--- src/rtl/serial_adder_pkg.sv ---
// Shared types for the bit-serial adder controller.
// Holds the FSM state encoding used by serial_adder_ctrl.
package serial_adder_pkg;

    typedef enum logic [1:0] {
        IDLE = 2'd0,
        RUN  = 2'd1,
        DONE = 2'd2
    } state_e;

    localparam int MIN_WIDTH = 2;
    localparam int MAX_WIDTH = 32;

endpackage

--- src/rtl/full_adder.sv ---
// Single-bit full adder used as the per-bit datapath of the serial adder.
module full_adder (
    input  logic a,
    input  logic b,
    input  logic carry_in,
    output logic sum,
    output logic carry_out
);

    assign sum       = a ^ b ^ carry_in;
    assign carry_out = (a & b) | (a & carry_in) | (b & carry_in);

endmodule

--- src/rtl/serial_adder_ctrl.sv ---
// Bit-serial adder: captures two operands, adds them LSB first through one
// full adder over WIDTH cycles, then presents the registered result.
module serial_adder_ctrl
    import serial_adder_pkg::*;
#(
    parameter int WIDTH = 8
) (
    input  logic             clk,
    input  logic             rst_n,
    input  logic             start,
    input  logic [WIDTH-1:0] a,
    input  logic [WIDTH-1:0] b,
    input  logic             carry_in,
    output logic             ready,
    output logic             busy,
    output logic             done,
    output logic [WIDTH-1:0] sum,
    output logic             carry_out
);

    localparam int                CNT_W    = $clog2(WIDTH);
    localparam logic [CNT_W-1:0]  LAST_BIT = CNT_W'(WIDTH - 1);

    state_e             state_q, state_d;
    logic [CNT_W-1:0]   cnt_q, cnt_d;
    logic [WIDTH-1:0]   a_sh_q, a_sh_d;
    logic [WIDTH-1:0]   b_sh_q, b_sh_d;
    logic [WIDTH-1:0]   res_sh_q, res_sh_d;
    logic               carry_q, carry_d;
    logic [WIDTH-1:0]   sum_q, sum_d;
    logic               cout_q, cout_d;

    logic               fa_sum;
    logic               fa_cout;

    // The only arithmetic on operand bits: one bit pair per RUN cycle.
    full_adder u_full_adder (
        .a         (a_sh_q[0]),
        .b         (b_sh_q[0]),
        .carry_in  (carry_q),
        .sum       (fa_sum),
        .carry_out (fa_cout)
    );

    always_comb begin
        state_d  = state_q;
        cnt_d    = cnt_q;
        a_sh_d   = a_sh_q;
        b_sh_d   = b_sh_q;
        res_sh_d = res_sh_q;
        carry_d  = carry_q;
        sum_d    = sum_q;
        cout_d   = cout_q;

        case (state_q)
            IDLE: begin
                if (start) begin
                    a_sh_d  = a;
                    b_sh_d  = b;
                    carry_d = carry_in;
                    cnt_d   = '0;
                    state_d = RUN;
                end
            end

            RUN: begin
                a_sh_d   = a_sh_q >> 1;
                b_sh_d   = b_sh_q >> 1;
                res_sh_d = {fa_sum, res_sh_q[WIDTH-1:1]};
                carry_d  = fa_cout;
                // The counter holds at its last value so it never wraps.
                if (cnt_q == LAST_BIT) begin
                    state_d = DONE;
                    sum_d   = {fa_sum, res_sh_q[WIDTH-1:1]};
                    cout_d  = fa_cout;
                end else begin
                    cnt_d = cnt_q + CNT_W'(1);
                end
            end

            DONE: begin
                state_d = IDLE;
            end

            default: begin
                state_d = IDLE;
            end
        endcase
    end

    always_ff @(posedge clk or negedge rst_n) begin
        if (!rst_n) begin
            state_q  <= IDLE;
            cnt_q    <= '0;
            a_sh_q   <= '0;
            b_sh_q   <= '0;
            res_sh_q <= '0;
            carry_q  <= 1'b0;
            sum_q    <= '0;
            cout_q   <= 1'b0;
        end else begin
            state_q  <= state_d;
            cnt_q    <= cnt_d;
            a_sh_q   <= a_sh_d;
            b_sh_q   <= b_sh_d;
            res_sh_q <= res_sh_d;
            carry_q  <= carry_d;
            sum_q    <= sum_d;
            cout_q   <= cout_d;
        end
    end

    assign ready     = (state_q == IDLE);
    assign busy      = (state_q == RUN);
    assign done      = (state_q == DONE);
    assign sum       = sum_q;
    assign carry_out = cout_q;

endmodule
--- config.mk ---
export PLATFORM = sky130hd
export DESIGN_NAME = serial_adder_ctrl
export DESIGN_NICKNAME = d
export VERILOG_FILES = /design/src/rtl/serial_adder_pkg.sv /design/src/rtl/full_adder.sv /design/src/rtl/serial_adder_ctrl.sv
export SDC_FILE = /design/constraint.sdc
export NUM_CORES = 1
export LEC_CHECK = 0
export ABC_AREA = 1
export ABC_CLOCK_PERIOD_IN_PS = 1800
export CAP_MARGIN = 20
export CORE_ASPECT_RATIO = 0.9
export CORE_UTILIZATION = 49
export CTS_CLUSTER_SIZE = 10
export DETAILED_ROUTE_END_ITERATION = 6
export PLACE_DENSITY = 0.75
export SLEW_MARGIN = 10
export SYNTH_ARGS = -nofsm -noshare
export SYNTH_HDL_FRONTEND = slang
export SYNTH_SLANG_ARGS = --single-unit
--- constraint.sdc ---
create_clock -name clk -period 1.8 [get_ports clk]
set_input_delay 0.45 -clock clk [delete_from_list [all_inputs] [get_ports clk]]
set_output_delay 0.45 -clock clk [all_outputs]
set_load 0.02 [all_outputs]
======== Word level (Yosys, flattened, before mapping) ========
Index checks and enable logic that the tools add are counted.
storage, ports and cells
  flip-flop bits (word level) ............. 39
  logic and storage cells ................. 40
  output and inout port bits .............. 12
  input port bits ......................... 20
operators by class
  bitwise logic cells ..................... 7
  eq/ne operators ......................... 6
  add/sub/neg operators ................... 1
  reduce and logical (&&, ||, !) cells .... 6
  multiplexer cells ....................... 12
operators by type and width
  cell                   count
  $pmux W8 S2            2
  $mux W8                2
  $mux W3                2
  $pmux W3 S2            1
  $reduce_and A2 Y1      3
  $mux W2                2
  $ne A2 B2 Y1 const B   2
  $pmux W2 S2            1
  $add A3 B1 Y3 const B  1
  $and A1 B1 Y1          3
  $eq A3 B3 Y1 const B   1
  $reduce_and A3 Y1      1
  $eq A2 B1 Y1 const B   1
  $eq A2 B2 Y1 const B   1
  $logic_not A2 Y1       1
  $ne A2 B1 Y1 const B   1
  $or A1 B1 Y1           2
  $pmux W1 S2            1
  $reduce_bool A2 Y1     1
  $xor A1 B1 Y1          2
  $mux W1                1

======== Longest topological paths before layout ========
Gate-level depths: netlist (run 1).
  depth after elaboration ................. 4
  depth in mapped cells ................... 8
  depth with buffers taken out ............ 8

======== Hierarchy ========
Synthesis (run 1) repeated with hierarchy kept, for this count alone.
unflattened totals
  cell total of the unflattened synthesis .. 213
  area total of the unflattened synthesis .. 1776.7 µm²
by module, submodules not included
  module             cells an instance  area each (µm²)  seq. area each (µm²)  times used
  serial_adder_ctrl  212                1756.7           950.9                 1
  full_adder         1                  20.0             0.0                   1

======== Least setup slack after synthesis (run 1) ========
Ideal clock, no wire load.
  path kind ............................... register to output
  start point ............................. reg state_q[0]
  end point ............................... out done
  arrival ................................. 1.018 ns
  data required time ...................... 1.350 ns
  path buffers ............................ 2
  stages on the path, launching flop included .. 4
  slack ................................... 0.332 ns
  path through ............................ dfrtp_1 -> buf_6 -> buf_4 -> nor2_1
on the way
  word-level cells in the longest chain between the ends .. 1
RTL lines
  item                    line                      text
  start, declared         serial_adder_ctrl.sv:24   state_e state_q, state_d;
  start signal, assigned  serial_adder_ctrl.sv:102  state_q <= state_d;
  $eq A2 B2 Y1            serial_adder_ctrl.sv:115  assign done = (state_q == DONE);
  end, declared           serial_adder_ctrl.sv:16   output logic done,
No other way between the ends.

======== Worst setup path in the final report (run 1) ========
  start point ............................. reg cout_q, in the netlist carry_out
  end point ............................... out carry_out
RTL lines
  item                    line                      text
  start, declared         serial_adder_ctrl.sv:31   logic cout_q, cout_d;
  start signal, assigned  serial_adder_ctrl.sv:109  cout_q <= cout_d;
  end, declared           serial_adder_ctrl.sv:18   output logic carry_out
No word-level cell between the ends.

==> impl_metrics.ini, run 1 <==
[routing]
first_pass_iters = 4
vias = 1408
drc = 0
drtIter0Drc = 102
ant_nets = 0
wirelength_um = 3230
via_per_inst = 4.82
post_drt_wl_per_cell_um = 11.1

[yosys]
synth_area_sq_um = 1780
yosys.area.top_type = dfrtp_1
syn_nets = 236
synthCells = 213
synth_top_area_frac = 0.534
synthTopCellsByArea = dfrtp_1, nand2_1, nand3_1
synth.avg_cell_area_sq_um = 8.36
ys_seq_elements = 38
ys_warn_count = 0
synth_cell_types = 17
synth-seq-area-share = 0.534

[clocking]
clock_latency_ns = 0.29
cts_root_buf = clkbuf_8
post_cts_resized = 3
cts_hold_buf = 0
cts_made_buffers = 5
cts_sinks = 38
tritoncts = built
htreeDepth = 2
post_cts_buffers = 0
path_clk_slew_ns = 0.07
clockBufferDepth = 2

[sta]
slew_viol_final = 0
tightest_slew_ns = 0.422
finalHoldViolCount = 0
clock_skew_ns = 0.0109
max_freq_mhz = 587
rsz0062_at_grt = no
fin_hold_ws_ns = 0.0870
finalSetupViolations = 0
slew_headroom = 0.718
fin_crit_sh = 0.946
fin_crit_ns = 1.70
fin_setup_tns_ns = 0

[power_and_ir_drop]
p_total_mw = 3.61
power.leakage_nw = 1.17
ir_worst_vdd_mv = 0.832
power.density_nw_per_um2 = 1630

[worst_setup_path]
r2r-start = cnt_q[0]$_DFFE_PN0P_
path_max_fanout = 2
worstPathRequired_ns = 1.35
reg2reg_depth = 8
r2r_slack_ns = 0.28
cpMaxStageDelayCell = clkdlybuf4s50_1
worstSetupStartpointType = register
critPathKind = register to primary output
end_kind = primary output
critPathMaxStageDelay_ns = 0.61
crit_chain = clkdlybuf4s50_1
cp_top_family = buffers and inverters
crit_arrival_ns = 1.25
reg2reg_to = sum[6]$_DFFE_PN0P_
cp.buffers_inverters = 1

[hold_path]
hp-class = input port to async pin

[global_route]
grt_usage = 0.206
antenna_found_initial = 0
first_global_vias = 1352
grt_max_degree = 31
grt-ovfl-total = 0
grt_pass1_wl_um = 5850

[die]
rows = 20
pin_count = 32
die_w_um = 65.6
die-area_sq_um = 3880
start_util = 0.520
core-area_sq_um = 3430
die_height_um = 59.2

[cells_and_area]
fin_nets = 271
diodes = 0
post-route-util = 0.645
layout_commonest_cell = nand2_1
final_cell_mix = nand2_1, dfrtp_1, clkdlybuf4s50_1, nand3_1, inv_1
final_layout_size_suffix_gt1_frac = 0.117
synthToLayoutAreaGrowth_pct = 24.2

[placement]
dp_hpwl_um = 2200
gp_congestion = 0.704
port_buffers = 31

[outcome]
outcome = finished clean

[flow_run]
maxCapViolations = 0
==> Yosys cell counts <==
cell	n
nand2_1	106
dfrtp_1	38
nand3_1	22
inv_1	10
o21ai_0	7
o21ai_2	7
buf_6	4
buf_2	3
inv_2	3
nor2_1	3
buf_4	2
ha_1	2
nand2_2	2
fa_1	1
nand2_4	1
nor2_2	1
o21ai_4	1
==> layer usage <==
metal  vias up  track usage  part of all wire
li1        736            -                 -
met1       631        0.276              0.50
met2        33        0.305              0.42
met3         8       0.0577             0.059
met4         0        0.109             0.024
met5         -            0                 0
==> power by group <==
part | internal (mW) | total [mW] | switching (mW)
clock network | 0.260 | 0.541 | 0.281
logic | 0.662 | 1.65 | 0.989
registers | 1.22 | 1.42 | 0.197
total | 2.15 | 3.61 | 1.47
==> state kept, by name (all words and copies together) (netlist names) <==
register and cells:
sum 8, res_sh_q 7, a_sh_q 8, state_q 2
carry_out 1, carry_q 1, b_sh_q 8, cnt_q 3
==> stage by stage <==
stage | cells | setup WS, ns | instance area, sq um
2_1_floorplan | 213 | 0.332 | 1780
3_3_place_gp | 285 | 0.122 | 2140
3_5_place_dp | 285 | 0.128 | 2140
4_1_cts | 292 | 0.0821 | 2210
5_1_grt | 292 | 0.00983 | 2210
6_report | 292 | 0.0975 | 2210
==> cell families (layout without fill, tap and decap cells) <==
family / Yosys count / after routing / share of synthesized area
buf+inv: 22 / 57 / 0.0695
compound gates: 15 / 15 / 0.0632
fa+ha+maj: 3 / 3 / 0.0253
simple gates: 135 / 135 / 0.308
flops: 38 / 38 / 0.534
==> cell type report <==
cell class,instances,area (sq um)
fill,300,1220
sequential,38,951
multi-input combinational,153,707
timing repair buffer,37,372
clock buffer,5,68.8
tap,44,55.1
inverter,13,48.8
clock inverter,2,10.0
==> worst max path at each step <==
stage / start / to / slack (ns) / depth (start not counted)
global route: state_q[0]$_DFFE_PN0P_ / busy / 0.01 / 3
CTS: state_q[0]$_DFFE_PN0P_ / busy / 0.08 / 3
floorplan: state_q[0]$_DFFE_PN0P_ / done / 0.33 / 3
global placement: state_q[0]$_DFFE_PN0P_ / busy / 0.12 / 3
detailed placement: state_q[0]$_DFFE_PN0P_ / busy / 0.13 / 3
finish: carry_out$_DFFE_PN0P_ / carry_out / 0.1 / 1
Power figures use the tool's default switching activity.
==> run 2: changes to the inputs <==
--- a/config.mk
+++ b/config.mk
@@ -9,11 +9,10 @@
 export ABC_CLOCK_PERIOD_IN_PS = 1800
 export CAP_MARGIN = 20
 export CORE_ASPECT_RATIO = 0.9
-export CORE_UTILIZATION = 49
+export CORE_UTILIZATION = 51
 export CTS_CLUSTER_SIZE = 10
 export DETAILED_ROUTE_END_ITERATION = 6
-export PLACE_DENSITY = 0.75
-export SLEW_MARGIN = 10
+export PLACE_DENSITY = 0.78
 export SYNTH_ARGS = -nofsm -noshare
 export SYNTH_HDL_FRONTEND = slang
 export SYNTH_SLANG_ARGS = --single-unit
==> impl_metrics.ini, run 2 (synthesis results as in run 1) <==
[outcome]
outcome = finished clean

[worst_setup_path]
worstSetupStartpointType = register
critPathMaxStageDelay_ns = 0.60
crit_chain = clkdlybuf4s50_1
r2r_slack_ns = 0.25
crit_arrival_ns = 1.25
worstPathRequired_ns = 1.35
cp.buffers_inverters = 1
r2r-start = cnt_q[0]$_DFFE_PN0P_
path_max_fanout = 2
cpMaxStageDelayCell = clkdlybuf4s50_1
critPathKind = register to primary output
reg2reg_depth = 8
reg2reg_to = carry_out$_DFFE_PN0P_
cp_top_family = buffers and inverters
end_kind = primary output

[sta]
clock_skew_ns = 0.00439
max_freq_mhz = 589
finalHoldViolCount = 0
tightest_slew_ns = 0.476
slew_headroom = 0.683
slew_viol_final = 0
finalSetupViolations = 0
rsz0062_at_grt = no
fin_crit_ns = 1.70
fin_crit_sh = 0.943
fin_setup_tns_ns = 0

[power_and_ir_drop]
p_comb_frac = 0.457
switching_power_mw = 1.50
switching_share = 0.405
power.internal_mw = 2.20
p_seq_frac = 0.387
power.leakage_nw = 1.18
ir_worst_vdd_mv = 0.999
power.density_nw_per_um2 = 1660
pwr-share-clk = 0.156

[routing]
first_pass_iters = 4
drtIter0Drc = 54
wirelength_um = 3440
via_per_inst = 5.03
vias = 1468
post_drt_wl_per_cell_um = 11.8
drc = 0
ant_nets = 0

[cells_and_area]
layout_commonest_cell = nand2_1
diodes = 0
fin_nets = 274
synthToLayoutAreaGrowth_pct = 24.8
n_fill_cell = 258
post-route-util = 0.698
final_cell_mix = nand2_1, dfrtp_1, clkdlybuf4s50_1, nand3_1, inv_1
final_cells = 292
final_layout_size_suffix_gt1_frac = 0.124

[die]
die_w_um = 64.3
die-area_sq_um = 3730
die_height_um = 58.1
start_util = 0.559
pin_count = 32
core-area_sq_um = 3190
rows = 19

[clocking]
path_clk_slew_ns = 0.07
post_cts_buffers = 0
htreeDepth = 2
cts_root_buf = clkbuf_8
clockBufferDepth = 2
cts_made_buffers = 5
cts_sinks = 38
tritoncts = built
clock_latency_ns = 0.29
cts_hold_buf = 0

[global_route]
antenna_found_initial = 0
grtUsageMet1 = 0.258
use_met2 = 0.355
grt_max_degree = 31
grt_pass1_wl_um = 5930
use_met3 = 0.0472
first_global_vias = 1422
top_usage_layer = met2
grt_usage = 0.214
grt-ovfl-total = 0

[hold_path]
hp-class = input port to async pin

[placement]
port_buffers = 31
gp_congestion = 0.749
dp_cells = 286
dp_hpwl_um = 2470

[flow_run]
maxCapViolations = 0
## run 2: changes by cell type in the layout (fill, tap and decap cells not counted), sizes merged
cell    before  now
clkbuf       5    6
clkinv       2    0
buf          7   10
## run 2: worst register-to-register path: cells and delay by family (launching register included)
kind | cells | cell delay, ns
fa+ha+maj | 2 | 0.40
flops | 1 | 0.39
simple gates | 4 | 0.45
buf+inv | 2 | 0.20
## run 2: final cells by class
cell class | instances | area, sq um | share of cell area
flip-flops and latches | 38 | 951 | 0.428
clock buffers | 6 | 82.6 | 0.0371
repair buffers | 40 | 382 | 0.172
inverters | 13 | 48.8 | 0.0219
well taps | 42 | 52.6 | 0.0236
multi-input cells | 153 | 707 | 0.318
## run 2: routing by layer
layer | up-vias | wire length (um) | share of wire
met5 | - | 0 | 0
met4 | 0 | 88 | 0.026
met3 | 8 | 164 | 0.048
met2 | 39 | 1650 | 0.48
met1 | 686 | 1530 | 0.44
li1 | 735 | - | -
## run 2: what timing repair did
action | 4_1_cts | 5_1_grt
setup endpoints to repair | 3 | 0
hold endpoints to repair | 0 | 0
resized for setup | 3 | 0
## run 2: worst max path at each step
stage / start / to / cells past startpoint
global placement: state_q[0]$_DFFE_PN0P_ / done / 2
finish: carry_out$_DFFE_PN0P_ / carry_out / 1
floorplan: state_q[0]$_DFFE_PN0P_ / done / 3
CTS: carry_out$_DFFE_PN0P_ / carry_out / 1
detailed placement: state_q[0]$_DFFE_PN0P_ / done / 2
global route: state_q[0]$_DFFE_PN0P_ / busy / 3
## run 2: power by group through the flow
stage	registers (mW)	clock network, mW	logic [mW]
floorplan	1.51	0	1.14
global placement	1.43	0	1.68
detailed placement	1.45	0	1.74
CTS	1.43	0.591	1.72
global route	1.47	0.619	1.91
finish	1.43	0.577	1.69
## run 2: through the flow
stage                     instance area [sq um]  setup slack (ns)  hold WS, ns  total power, mW
after floorplan                            1780             0.332        0.154             2.65
after global placement                     2140             0.128        0.439             3.10
after detailed placement                   2140             0.134        0.441             3.19
after CTS                                  2220            0.0922        0.123             3.75
after global routing                       2220            0.0363        0.143             4.01
final                                      2220             0.103        0.107             3.70
